$ cat config.mk
export PLATFORM = sky130hd
export DESIGN_NAME = insn_fetch_seq
export DESIGN_NICKNAME = d
export VERILOG_FILES = /design/src/rtl/insn_fetch_seq.sv
export SDC_FILE = /design/constraint.sdc
export NUM_CORES = 1
export LEC_CHECK = 0
export CORE_ASPECT_RATIO = 1.5
export CORE_MARGIN = 5
export CORE_UTILIZATION = 35
export CTS_CLUSTER_SIZE = 25
export DETAILED_ROUTE_END_ITERATION = 16
export PLACE_DENSITY_LB_ADDON = 0.2
export SETUP_SLACK_MARGIN = 0.5
export SLEW_MARGIN = 20
export SYNTH_ARGS = -nofsm -noshare
export SYNTH_HDL_FRONTEND = slang
export SYNTH_SLANG_ARGS = --single-unit
$ cat constraint.sdc
create_clock -name clk -period 6 [get_ports clk]
set_clock_uncertainty 0.05 [all_clocks]
set_input_delay 0.9 -clock clk [delete_from_list [all_inputs] [get_ports clk]]
set_output_delay 0.9 -clock clk [all_outputs]
set_load 0.02 [all_outputs]
$ cat src/rtl/insn_fetch_seq.sv
// Instruction fetch sequencer: one current word plus one prefetch word,
// steps left/right halves to the execute unit, redirects and squashes.
module insn_fetch_seq #(
  parameter int AW = 20,
  parameter int DW = 64
) (
  input  logic          clk,
  input  logic          reset_n,
  input  logic          jmp_valid,
  input  logic [AW-1:0] jmp_addr,
  input  logic          jmp_right,
  output logic          mem_req,
  output logic [AW-1:0] mem_addr,
  input  logic          mem_ack,
  input  logic [DW-1:0] mem_rdata,
  output logic          ins_valid,
  input  logic          ins_ready,
  output logic [DW-1:0] dc,
  output logic          tkk,
  output logic [AW-1:0] ins_addr
);

  typedef enum logic [1:0] {
    IDLE  = 2'd0,
    FETCH = 2'd1,
    RUN   = 2'd2
  } state_t;

  state_t        state, state_n;
  logic [AW-1:0] pc, pc_n;
  logic [AW-1:0] mem_addr_n, ins_addr_n;
  logic [DW-1:0] pf, pf_n, dc_n;
  logic          pf_valid, pf_valid_n;
  logic          squash, squash_n;
  logic          mem_req_n, tkk_n;
  logic          ack, take;

  assign ack       = mem_req & mem_ack;
  assign ins_valid = (state == RUN);
  assign take      = ins_valid & ins_ready;

  // Next state: jump beats consume and ack; squashed data is dropped.
  always_comb begin
    state_n    = state;
    pc_n       = pc;
    mem_req_n  = mem_req;
    mem_addr_n = mem_addr;
    dc_n       = dc;
    tkk_n      = tkk;
    ins_addr_n = ins_addr;
    pf_n       = pf;
    pf_valid_n = pf_valid;
    squash_n   = squash;
    if (jmp_valid) begin
      state_n    = FETCH;
      pc_n       = jmp_addr;
      tkk_n      = jmp_right;
      pf_valid_n = 1'b0;
      if (mem_req && !ack) begin
        squash_n = 1'b1;
      end else begin
        squash_n   = 1'b0;
        mem_req_n  = 1'b1;
        mem_addr_n = jmp_addr;
      end
    end else begin
      unique case (state)
        IDLE: ;
        FETCH: begin
          if (ack && squash) begin
            squash_n   = 1'b0;
            mem_req_n  = 1'b1;
            mem_addr_n = pc;
          end else if (ack) begin
            dc_n       = mem_rdata;
            ins_addr_n = mem_addr;
            pc_n       = pc + AW'(1);
            mem_req_n  = 1'b0;
            state_n    = RUN;
          end else if (!mem_req) begin
            mem_req_n  = 1'b1;
            mem_addr_n = pc;
          end
        end
        RUN: begin
          if (take && tkk) begin
            tkk_n = 1'b0;
            if (pf_valid) begin
              dc_n       = pf;
              ins_addr_n = ins_addr + AW'(1);
              pf_valid_n = 1'b0;
            end else if (ack) begin
              dc_n       = mem_rdata;
              ins_addr_n = mem_addr;
              pc_n       = pc + AW'(1);
              mem_req_n  = 1'b0;
            end else begin
              state_n = FETCH;
            end
          end else begin
            if (take) tkk_n = 1'b1;
            if (ack) begin
              pf_n       = mem_rdata;
              pf_valid_n = 1'b1;
              pc_n       = pc + AW'(1);
              mem_req_n  = 1'b0;
            end else if (!mem_req && !pf_valid) begin
              mem_req_n  = 1'b1;
              mem_addr_n = pc;
            end
          end
        end
        default: state_n = IDLE;
      endcase
    end
  end

  // State and datapath registers, cleared asynchronously.
  always_ff @(posedge clk or negedge reset_n) begin
    if (!reset_n) begin
      state    <= IDLE;
      pc       <= '0;
      mem_req  <= 1'b0;
      mem_addr <= '0;
      dc       <= '0;
      tkk      <= 1'b0;
      ins_addr <= '0;
      pf       <= '0;
      pf_valid <= 1'b0;
      squash   <= 1'b0;
    end else begin
      state    <= state_n;
      pc       <= pc_n;
      mem_req  <= mem_req_n;
      mem_addr <= mem_addr_n;
      dc       <= dc_n;
      tkk      <= tkk_n;
      ins_addr <= ins_addr_n;
      pf       <= pf_n;
      pf_valid <= pf_valid_n;
      squash   <= squash_n;
    end
  end

endmodule

Yosys cells after proc, flatten, opt, wreduce, memory -nomap -nowiden
Index checks and enable logic that the tools add are counted.
{"block": "word_totals", "register_bits": 194, "in_bits": 90, "output_inout_bits": 107, "wordCells": 112}
{"block": "classes", "addsub": 2, "eq_ne": 18, "mux": 54, "bitwise_logic": 4, "n_reduce_logical": 24}
{"cell": "2-to-1 mux 20 bit", "count": 17}
{"cell": "2-to-1 mux 64 bit", "count": 4}
{"cell": "case mux 64 bit (2 select lines)", "count": 1}
{"cell": "case mux 20 bit (2 select lines)", "count": 3}
{"cell": "adder 20 x 1 -> 20 bit (second input constant)", "count": 2}
{"cell": "2-to-1 mux 1 bit", "count": 21}
{"cell": "inequality test 4 bit (second input constant)", "count": 4}
{"cell": "inequality test 3 bit (second input constant)", "count": 5}
{"cell": "2-to-1 mux 2 bit", "count": 6}
{"cell": "nonzero test 3 bit", "count": 3}
{"cell": "AND reduction 4 bit", "count": 2}
{"cell": "nonzero test 2 bit", "count": 4}
{"cell": "AND reduction 7 bit", "count": 1}
{"cell": "inequality test 2 bit (second input constant)", "count": 3}
{"cell": "inequality test 3 x 2 -> 1 bit (second input constant)", "count": 2}
{"cell": "case mux 2 bit (3 select lines)", "count": 1}
{"cell": "AND reduction 2 bit", "count": 3}
{"cell": "AND reduction 6 bit", "count": 1}
{"cell": "AND reduction 5 bit", "count": 1}
{"cell": "logical AND 1 bit", "count": 4}
{"cell": "inequality test 4 x 2 -> 1 bit (second input constant)", "count": 1}
{"cell": "zero test 1 bit", "count": 3}
{"cell": "AND reduction 3 bit", "count": 1}
{"cell": "bitwise AND 1 bit", "count": 2}
{"cell": "6 further kinds", "count": 7}

Depth between registers and ports, before layout
Gate-level depths: netlist of the first run.
{"block": "logic_depth", "ltp_word": 7, "mapped_depth": 7, "ltp_nobuf": 6}

Worst setup path before layout of the first run
No wires, ideal clock.
{"block": "synth_timing", "path_type": "input -> register", "startpoint": "input ins_ready", "endpoint": "register pf[10]", "setup_time_ps": 125, "arrival_ps": 2114, "t_required_ps": 5825, "setup_slack_ps": 3711, "cell_stages": 5, "path_buffers": 2, "path_cell_list": "and2_1 or4_1 buf_4 buf_6 mux2_4"}
{"block": "synth_between", "elab_chain_len": 4}
{"element": "start: declaration", "line_no": "17", "rtl": "input logic ins_ready,"}
{"element": "bitwise AND 1 bit", "line_no": "40", "rtl": "assign take = ins_valid & ins_ready;"}
{"element": "logical AND 1 bit", "line_no": "86", "rtl": "if (take && tkk) begin"}
{"element": "NOT 1 bit (no source line)"}
{"element": "AND reduction 4 bit (no source line)"}
{"element": "end signal: assignment", "line_no": "139", "rtl": "pf <= pf_n;"}
{"element": "end: declaration", "line_no": "32", "rtl": "logic [DW-1:0] pf, pf_n, dc_n;"}
Every way passes these cells.
A chain may end at the register's enable or synchronous reset.

Final worst setup path of the first run
{"block": "layout_timing", "startpoint": "input jmp_valid", "endpoint": "register ins_addr[3]"}
{"block": "layout_between", "elab_chain_len": 2}
{"element": "start: declaration", "line_no": "9", "rtl": "input logic jmp_valid,"}
{"element": "NOT 1 bit (no source line)"}
{"element": "AND reduction 4 bit (no source line)"}
{"element": "end signal: assignment", "line_no": "138", "rtl": "ins_addr <= ins_addr_n;"}
{"element": "end: declaration", "line_no": "20", "rtl": "output logic [AW-1:0] ins_addr"}
Every way passes these cells.

==> results.json, run 1 <==
{
  "status": "finished, final reports clean",
  "p_seq_share_pct": 41.0,
  "seq_area_frac_synth_pct": 54.7,
  "clk_pin_slew_ns": 0.07,
  "h-tree-depth": 4,
  "cts_resized": 0,
  "start_kind": "primary input",
  "gr-usage-all-layers_pct": 17.8,
  "hold_path_end": "pf[1]",
  "num_vias": 7035,
  "place_inst": 1300,
  "ios": 197,
  "grt_pass1_vias": 7119,
  "numPortBuffers": 196,
  "critPathMaxStageDelay_ns": 0.71,
  "cp_max_fo": 77,
  "switching_power_mw": 1.81,
  "hold_viol_final": 0,
  "syn_to_final_growth_pct": 31.2,
  "netSwitchingFraction_pct": 35.9,
  "whs_path_depth": 1,
  "cts_sinks": 194,
  "routed_wirelength_microns": 25600,
  "synth_cells": 825,
  "final.period_utilization_pct": 52.6,
  "cts_tree": "yes",
  "grt_max_degree": 102,
  "max_freq_mhz": 317,
  "setup-tns-final_ns": 0,
  "async_flop_share_pct": 100,
  "fp.dieH_microns": 205,
  "worstHoldStart": "pf[1]",
  "yosysWarnings": 0,
  "antenna_left": 0,
  "overflow": 0,
  "crit_chain": "clkdlybuf4s50_1 -> or3b_1 -> o22a_1 -> a21oi_4 -> buf_4 -> a21oi_1 -> a21oi_1",
  "synth_ff_type": "dfrtp_1",
  "die_w_microns": 140,
  "syn-num-nets": 917,
  "num_antenna_cells": 0,
  "ys_types": 56,
  "worstPathRequired_ns": 6.31,
  "drt_iter0_drc": 303,
  "drc": 0,
  "r2r_cells": 5,
  "cp_slowest_cell": "buf_4",
  "power_density_nw_per_um2": 434,
  "regToRegSetupSlack_ns": 3.05,
  "clockPowerShare_pct": 22.9,
  "holdBufCountCts": 0,
  "rsz0062_at_grt": "false",
  "firstDrtPassIters": 5,
  "synth.ff_latch_count": 194,
  "drive_above_1_share_pct": 10.8,
  "r2r_start": "state[1]",
  "combinationalPowerShare_pct": 36.0,
  "internal_power_mw": 3.24,
  "dpl.hpwl_microns": 16700,
  "r2r-end": "ins_addr[2]",
  "root_buffer": "clkbuf_16",
  "min_period_ns": 3.16,
  "gp_congestion": 0.820,
  "core_sq_um": 25100,
  "clk_latency_ns": 0.44,
  "finalNonFillerCells": 1332,
  "clk_path_buf_depth": 2,
  "cp_common_cell": "a21oi_1",
  "synth.most_common_cell": "dfrtp_1",
  "postCtsSetupBuffers": 0,
  "critPathArrivalTime_ns": 3.47,
  "viasPerCell": 5.28,
  "crit_type": "in -> reg",
  "synth_common_cells": "dfrtp_1, nor2_1, a21oi_1, o22ai_1",
  "die-area_sq_um": 28700,
  "avgSynthCellArea_sq_um": 10.8,
  "rows": 71,
  "hp-class": "reg -> reg",
  "synth_edf_count": 0,
  "yosys-top-cells-area": "dfrtp_1, mux2_4, a21oi_1",
  "grt_first_pass_wirelength_microns": 40800,
  "slew_headroom_pct": 31.4,
  "start_util_pct": 35.5,
  "p_leak_nw": 4.96,
  "fin_hold_ws_ns": 0.444,
  "final_util_pct": 46.5,
  "wl_per_cell_microns": 19.2,
  "grt_antenna_before_repair": 0,
  "p_total_mw": 5.05,
  "cap_viol_max_count": 0,
  "cp-end-kind": "register",
  "peakVddDrop_uv": 211,
  "tightest_slew_ns": 1.03,
  "synth_top_area_cell": "dfrtp_1",
  "fin_nets": 1083,
  "slew_viol_final": 0,
  "syn-cell-area_sq_um": 8880,
  "cts_made_buffers": 17,
  "netlist.area_leader.share_pct": 54.7,
  "setup_violations": 0
}
==> worst max path at each step <==
| stage | to | depth (start not counted) | slack, ns | start |
|---|---|---|---|---|
| floorplan | pf[10] | 5 | 3.71 | ins_ready |
| global placement | ins_addr[5] | 7 | 2.44 | jmp_valid |
| detailed placement | ins_addr[3] | 7 | 2.39 | jmp_valid |
| CTS | ins_addr[3] | 7 | 2.87 | jmp_valid |
| global route | ins_addr[7] | 7 | 2.66 | jmp_valid |
| finish | ins_addr[3] | 7 | 2.84 | jmp_valid |
==> layer usage <==
layer  up-vias  track usage (%)  wire (microns)
met5         -                0               0
met2       166             30.3           13200
met4         0             5.64             529
li1       3342                -               -
met1      3498             22.9           10900
met3        29             3.48             964
==> registers in the layout, indices dropped and copies added, names as in the netlist <==
| signal | flops |
|---|---|
| squash | 1 |
| ins_addr | 20 |
| mem_addr | 20 |
| tkk | 1 |
| pf | 64 |
| mem_req | 1 |
| pc | 20 |
| pf_valid | 1 |
| dc | 64 |
| state | 2 |
==> critical path: cells and delay by family <==
family          cells  cell delay, ns
simple gates        1            0.48
compound gates      4            0.70
buf+inv             2            1.29
==> cell type report <==
class,instances,area (sq um)
fill,2392,13400
sequential,194,4850
multi-input combinational,570,3750
timing repair buffer,204,2030
clock buffer,22,464
tap,328,410
clock inverter,10,125
inverter,4,15.0
==> placed cells by master (no fill, tap or decap), types with 5 or more instances in the layout <==
cell,instances
a21oi_1,95
a31oi_1,20
and3_1,8
buf_4,8
clkbuf_16,17
clkdlybuf4s50_1,195
dfrtp_1,194
mux2_4,60
nand2_1,59
nand3_1,14
nand4_1,13
nor2_1,102
o21ai_0,18
o21ai_1,16
o22ai_1,71
o32ai_1,5
xnor2_1,7
xor2_1,13
==> metrics by stage <==
stage | instance area [sq um] | setup slack [ns]
after global placement | 11100 | 2.44
after global routing | 11600 | 2.66
final | 11600 | 2.84
after detailed placement | 11100 | 2.39
after floorplan | 8880 | 3.71
after CTS | 11600 | 2.87
==> power groups by stage <==
stage / combinational, mW / sequential, mW / clock [mW]
floorplan: 0.635 / 2.34 / 0
global placement: 1.82 / 2.09 / 0
detailed placement: 1.84 / 2.09 / 0
CTS: 1.84 / 2.07 / 1.19
global route: 1.95 / 2.13 / 1.24
finish: 1.82 / 2.07 / 1.16
==> cells by family after synthesis <==
kind of cell    Yosys count  share of synthesized area (%)
compound gates          251                           16.7
xor+xnor                 20                           1.97
simple gates            230                           11.9
fa+ha+maj                 2                          0.282
buf+inv                  61                           3.48
mux                      67                           11.0
flops                   194                           54.7
Note: power is estimated with default switching activity, not from simulation.
==> run 2, diff against run 1 <==
Clock period 6 ns to 2.6 ns, I/O delays scaled along.
==> run 2 against run 1 <==
Die area stayed put. Worst hold slack lost 0.011 ns. Cell area increased by 3.9%. Wire length increased by 4.0%. Clock power up 130%. Critical path depth fell by 2. First-iteration DRC count up 39%. Final cell count grew 2.1%. Highest routed layer unchanged.
==> results.json, run 2 (synthesized netlist as in run 1, its figures left out) <==
{
  "status": "finished, final reports clean",
  "worstPathRequired_ns": 2.86,
  "highest_layer": "met4",
  "nFillCells": 2375,
  "wl_per_cell_microns": 19.6,
  "place_inst": 1320,
  "critPathArrivalTime_ns": 2.33,
  "wl_met3_microns": 1020,
  "p_total_mw": 11.9,
  "reg_top3": "dc: 64 flops, pf: 64 flops",
  "cap_viol_max_count": 0,
  "fp.dieH_microns": 205,
  "grt_pass1_vias": 7301,
  "cts_made_buffers": 17,
  "final_util_pct": 48.3,
  "grt_max_degree": 86,
  "final.period_utilization_pct": 79.7,
  "clk_latency_ns": 0.43,
  "ios": 197,
  "hold_viol_final": 0,
  "routed_wirelength_microns": 26600,
  "start_util_pct": 35.5,
  "rsz0062_at_grt": "false",
  "multiInputGateArea_sq_um": 3780,
  "m1WireLength_microns": 11200,
  "root_buffer": "clkbuf_16",
  "h-tree-depth": 4,
  "firstDrtPassIters": 5,
  "clk_path_buf_depth": 2,
  "viasPerCell": 5.30,
  "core_sq_um": 25100,
  "gp_congestion": 0.824,
  "final_cell_mix": "dfrtp_1, clkdlybuf4s50_1, nor2_1, a21oi_1, o22ai_1",
  "num_vias": 7204,
  "slew_headroom_pct": 57.0,
  "hp-class": "in -> async",
  "setup-tns-final_ns": 0,
  "drt_iter0_drc": 421,
  "fin_area_sq_um": 12100,
  "drc": 0,
  "clk_pin_slew_ns": 0.07,
  "seq_area_sq_um": 4860,
  "fin_nets": 1112,
  "gr-usage-all-layers_pct": 17.8,
  "max_freq_mhz": 482,
  "wl_met2_microns": 13800,
  "grt_antenna_before_repair": 0,
  "peakVddDrop_uv": 506,
  "finalNonFillerCells": 1360,
  "placed_area_sq_um": 11300,
  "tightest_slew_ns": 0.640,
  "num_antenna_cells": 0,
  "antenna_left": 0,
  "start_kind": "primary input",
  "power_density_nw_per_um2": 980,
  "dpl.hpwl_microns": 17500,
  "die-area_sq_um": 28700,
  "drive_above_1_share_pct": 13.8,
  "cp-end-kind": "register",
  "grt_first_pass_wirelength_microns": 40400,
  "cts_tree": "yes",
  "syn_to_final_growth_pct": 36.3,
  "cts_sinks": 194,
  "setup_violations": 0,
  "numPortBuffers": 196,
  "slew_viol_final": 0,
  "overflow": 0,
  "regToRegSetupSlack_ns": 0.57,
  "min_period_ns": 2.07,
  "p_leak_nw": 5.20,
  "die_w_microns": 140,
  "cp_max_fo": 17,
  "rows": 71,
  "crit_type": "in -> reg"
}
run 2: critical path: stages:
cell and delay, ns:
clkdlybuf4s50_1 0.57, nand2_1 0.12, or4_4 0.66, clkbuf_16 0.26, mux2_1 0.32
run 2: layout make-up:
| class | instances | share of cell area, % |
|---|---|---|
| Clock buffer | 22 | 3.92 |
| Tap cell | 328 | 3.39 |
| Multi-Input combinational cell | 570 | 31.2 |
| Inverter | 4 | 0.124 |
| Timing Repair Buffer | 233 | 20.2 |
| Sequential cell | 194 | 40.1 |
| Clock inverter | 9 | 1.07 |
run 2: path summary, 6_finish.rpt:
kind	startpoint	end	depth (start not counted)
max	mem_ack	pf[63]	5
min	reset_n	dc[8]	2
max in group asynchronous	reset_n	pf[0]	3
min reg2reg	pf[0]	pf[0]	1
min in group clk	pf[0]	pf[0]	1
max reg2reg	state[1]	ins_addr[2]	6
run 2: layer usage:
| layer | global-route usage (%) | vias up |
|---|---|---|
| li1 | - | 3404 |
| met1 | 22.3 | 3586 |
| met2 | 30.5 | 183 |
| met3 | 3.62 | 31 |
| met4 | 6.37 | 0 |
| met5 | 0 | - |
run 2: per-stage QoR:
stage                     hold slack, ns  worst slack (ns)
after CTS                          0.440             0.483
after floorplan                   0.0444             0.634
after detailed placement           0.357             0.130
after global placement             0.348             0.127
final                              0.433             0.527
after global routing               0.459             0.496
run 2: what timing repair did:
item	CTS	global route
setup endpoints to repair	61	72
setup buffers	0	5
pin swaps	1	2
hold buffers	1	0
cloned	0	3
resized for setup	3	12
hold endpoints to repair	54	0
run 2: power by group:
group          internal, mW  total, mW  switching (mW)
sequential             3.94       4.77           0.829
clock                  1.59       2.72            1.14
combinational          2.16       4.37            2.21
==> run 3, diff against run 2 <==
Clock period 2.6 ns to 2.05 ns, I/O delays scaled along.
==> run 3 against run 2 <==
Critical path type is now reg -> reg. Die area unchanged. Clock-buffer cell count unchanged. Critical endpoint is now dc[38]. Combinational power up 63%. Register-to-register slack worse by 0.54 ns. Largest power group is now combinational cells. Global-route usage up 2.5 points. First-iteration DRC count up 25%.
==> results.json, run 3 (synthesized netlist as in run 1, its figures left out) <==
{
  "status": "finished, final reports clean",
  "use_met2_pct": 36.3,
  "die-area_sq_um": 28700,
  "num_vias": 7932,
  "firstDrtPassIters": 5,
  "slew_headroom_pct": 59.3,
  "rows": 71,
  "die_w_microns": 140,
  "root_buffer": "clkbuf_16",
  "multiInputGateArea_sq_um": 4710,
  "start_util_pct": 35.5,
  "gp_congestion": 0.823,
  "min_period_ns": 2.02,
  "final_cell_mix": "dfrtp_1, clkdlybuf4s50_1, dlymetal6s2s_1, o22ai_1",
  "drive_above_1_share_pct": 41.2,
  "hold_viol_final": 0,
  "cts_made_buffers": 17,
  "cp_slowest_cell": "dfrtp_2",
  "tightest_slew_ns": 0.603,
  "cts_sinks": 194,
  "setup_violations": 0,
  "viasPerCell": 5.44,
  "met3_usage_pct": 3.22,
  "seq_area_sq_um": 4890,
  "cp_max_fo": 24,
  "power_density_nw_per_um2": 1140,
  "cap_viol_max_count": 0,
  "grt_first_pass_wirelength_microns": 45600,
  "worstPathRequired_ns": 2.35,
  "cp-end-kind": "register",
  "layout_commonest_cell": "dfrtp_1",
  "setup-tns-final_ns": 0,
  "syn_to_final_growth_pct": 64.0,
  "num_antenna_cells": 0,
  "grt_max_degree": 56,
  "grt_antenna_before_repair": 0,
  "critPathArrivalTime_ns": 2.32,
  "routed_wirelength_microns": 31600,
  "core_sq_um": 25100,
  "grt_busiest_layer": "met2",
  "grt_use_met1_pct": 25.0,
  "wl_per_cell_microns": 21.7,
  "crit_type": "reg -> reg",
  "gr-usage-all-layers_pct": 20.3,
  "crit_chain": "or3b_4 -> o22a_1 -> a21oi_4 -> buf_12 -> buf_16 -> nor2_1 -> a21oi_1",
  "numPortBuffers": 196,
  "ios": 197,
  "critPathMaxStageDelay_ns": 0.42,
  "drt_iter0_drc": 526,
  "start_kind": "register",
  "reg_top3": "dc: 64 flops, pf: 64 flops",
  "cts_tree": "yes",
  "nFillCells": 2106,
  "clk_latency_ns": 0.44,
  "clk_path_buf_depth": 2,
  "fp.dieH_microns": 205,
  "overflow": 0,
  "peakVddDrop_uv": 575,
  "slew_viol_final": 0,
  "grt_pass1_vias": 7933,
  "clk_pin_slew_ns": 0.07,
  "dpl.hpwl_microns": 18600,
  "fin_nets": 1210,
  "final.period_utilization_pct": 98.5,
  "fin_hold_ws_ns": 0.335,
  "drc": 0,
  "hp-class": "in -> async",
  "max_freq_mhz": 495,
  "p_leak_nw": 6.58,
  "rsz0062_at_grt": "true",
  "h-tree-depth": 4,
  "antenna_left": 0
}
-- run 3: metrics by stage --
| step | power (mW) | utilization (%) | instances | setup slack [ns] | area, sq um |
|---|---|---|---|---|---|
| 5_1_grt | 17.4 | 58.1 | 1458 | -0.0279 | 14600 |
| 2_1_floorplan | 8.83 | - | 825 | 0.179 | 9060 |
| 3_3_place_gp | 11.8 | 46.5 | 1347 | -0.201 | 11700 |
| 6_report | 16.6 | 58.1 | 1458 | 0.0316 | 14600 |
| 4_1_cts | 15.9 | 53.3 | 1421 | 0.0859 | 13400 |
| 3_5_place_dp | 11.9 | 46.5 | 1347 | -0.246 | 11700 |
-- run 3: final timing paths --
kind                                start  endpoint  slack, ns  cells past startpoint
worst max-delay path             state[0]    dc[38]       0.03                      7
worst min-delay path              reset_n     dc[5]       0.34                      2
worst max register to register   state[0]    dc[38]       0.03                      7
worst min register to register      pf[9]     pf[9]       0.46                      1
max in group asynchronous         reset_n    dc[41]       0.94                      3
min in group clk                jmp_right       tkk       0.37                      3
-- run 3: final cells by class --
cell class | instances | share of cell area [%]
flip-flops and latches | 194 | 33.6
multi-input cells | 570 | 32.3
repair buffers | 331 | 27.3
clock buffers | 22 | 3.26
well taps | 328 | 2.82
clock inverters | 9 | 0.567
inverters | 4 | 0.103
-- run 3: metal layers --
layer,wire (microns),vias to the layer above,share of wire [%]
met1,12500,4029,40
met2,17100,231,54
met4,728,0,2.3
met3,1290,54,4.1
li1,-,3618,-
met5,0,-,0
-- run 3: critical path, delay by kind of cell (launching register included) --
kind	cells	cell delay, ns
AND/OR/NAND/NOR	2	0.47
AO/OA/AOI/OAI	3	0.56
buffers and inverters	2	0.40
flip-flops	1	0.42
-- run 3: where the power goes --
part	internal, mW	switching, mW	leakage (nW)	total (mW)
registers	5.04	1.22	2.30	6.26
logic	3.64	3.49	4.01	7.13
clock network	1.76	1.48	0.272	3.24
-- run 3: what timing repair did --
item	4_1_cts	5_1_grt
hold buffers	1	0
buffers inserted	30	26
endpoints found under the setup margin	296	280
endpoints found under the hold margin	42	0
resized for setup	270	245
pin swaps	9	23
cloned	12	11
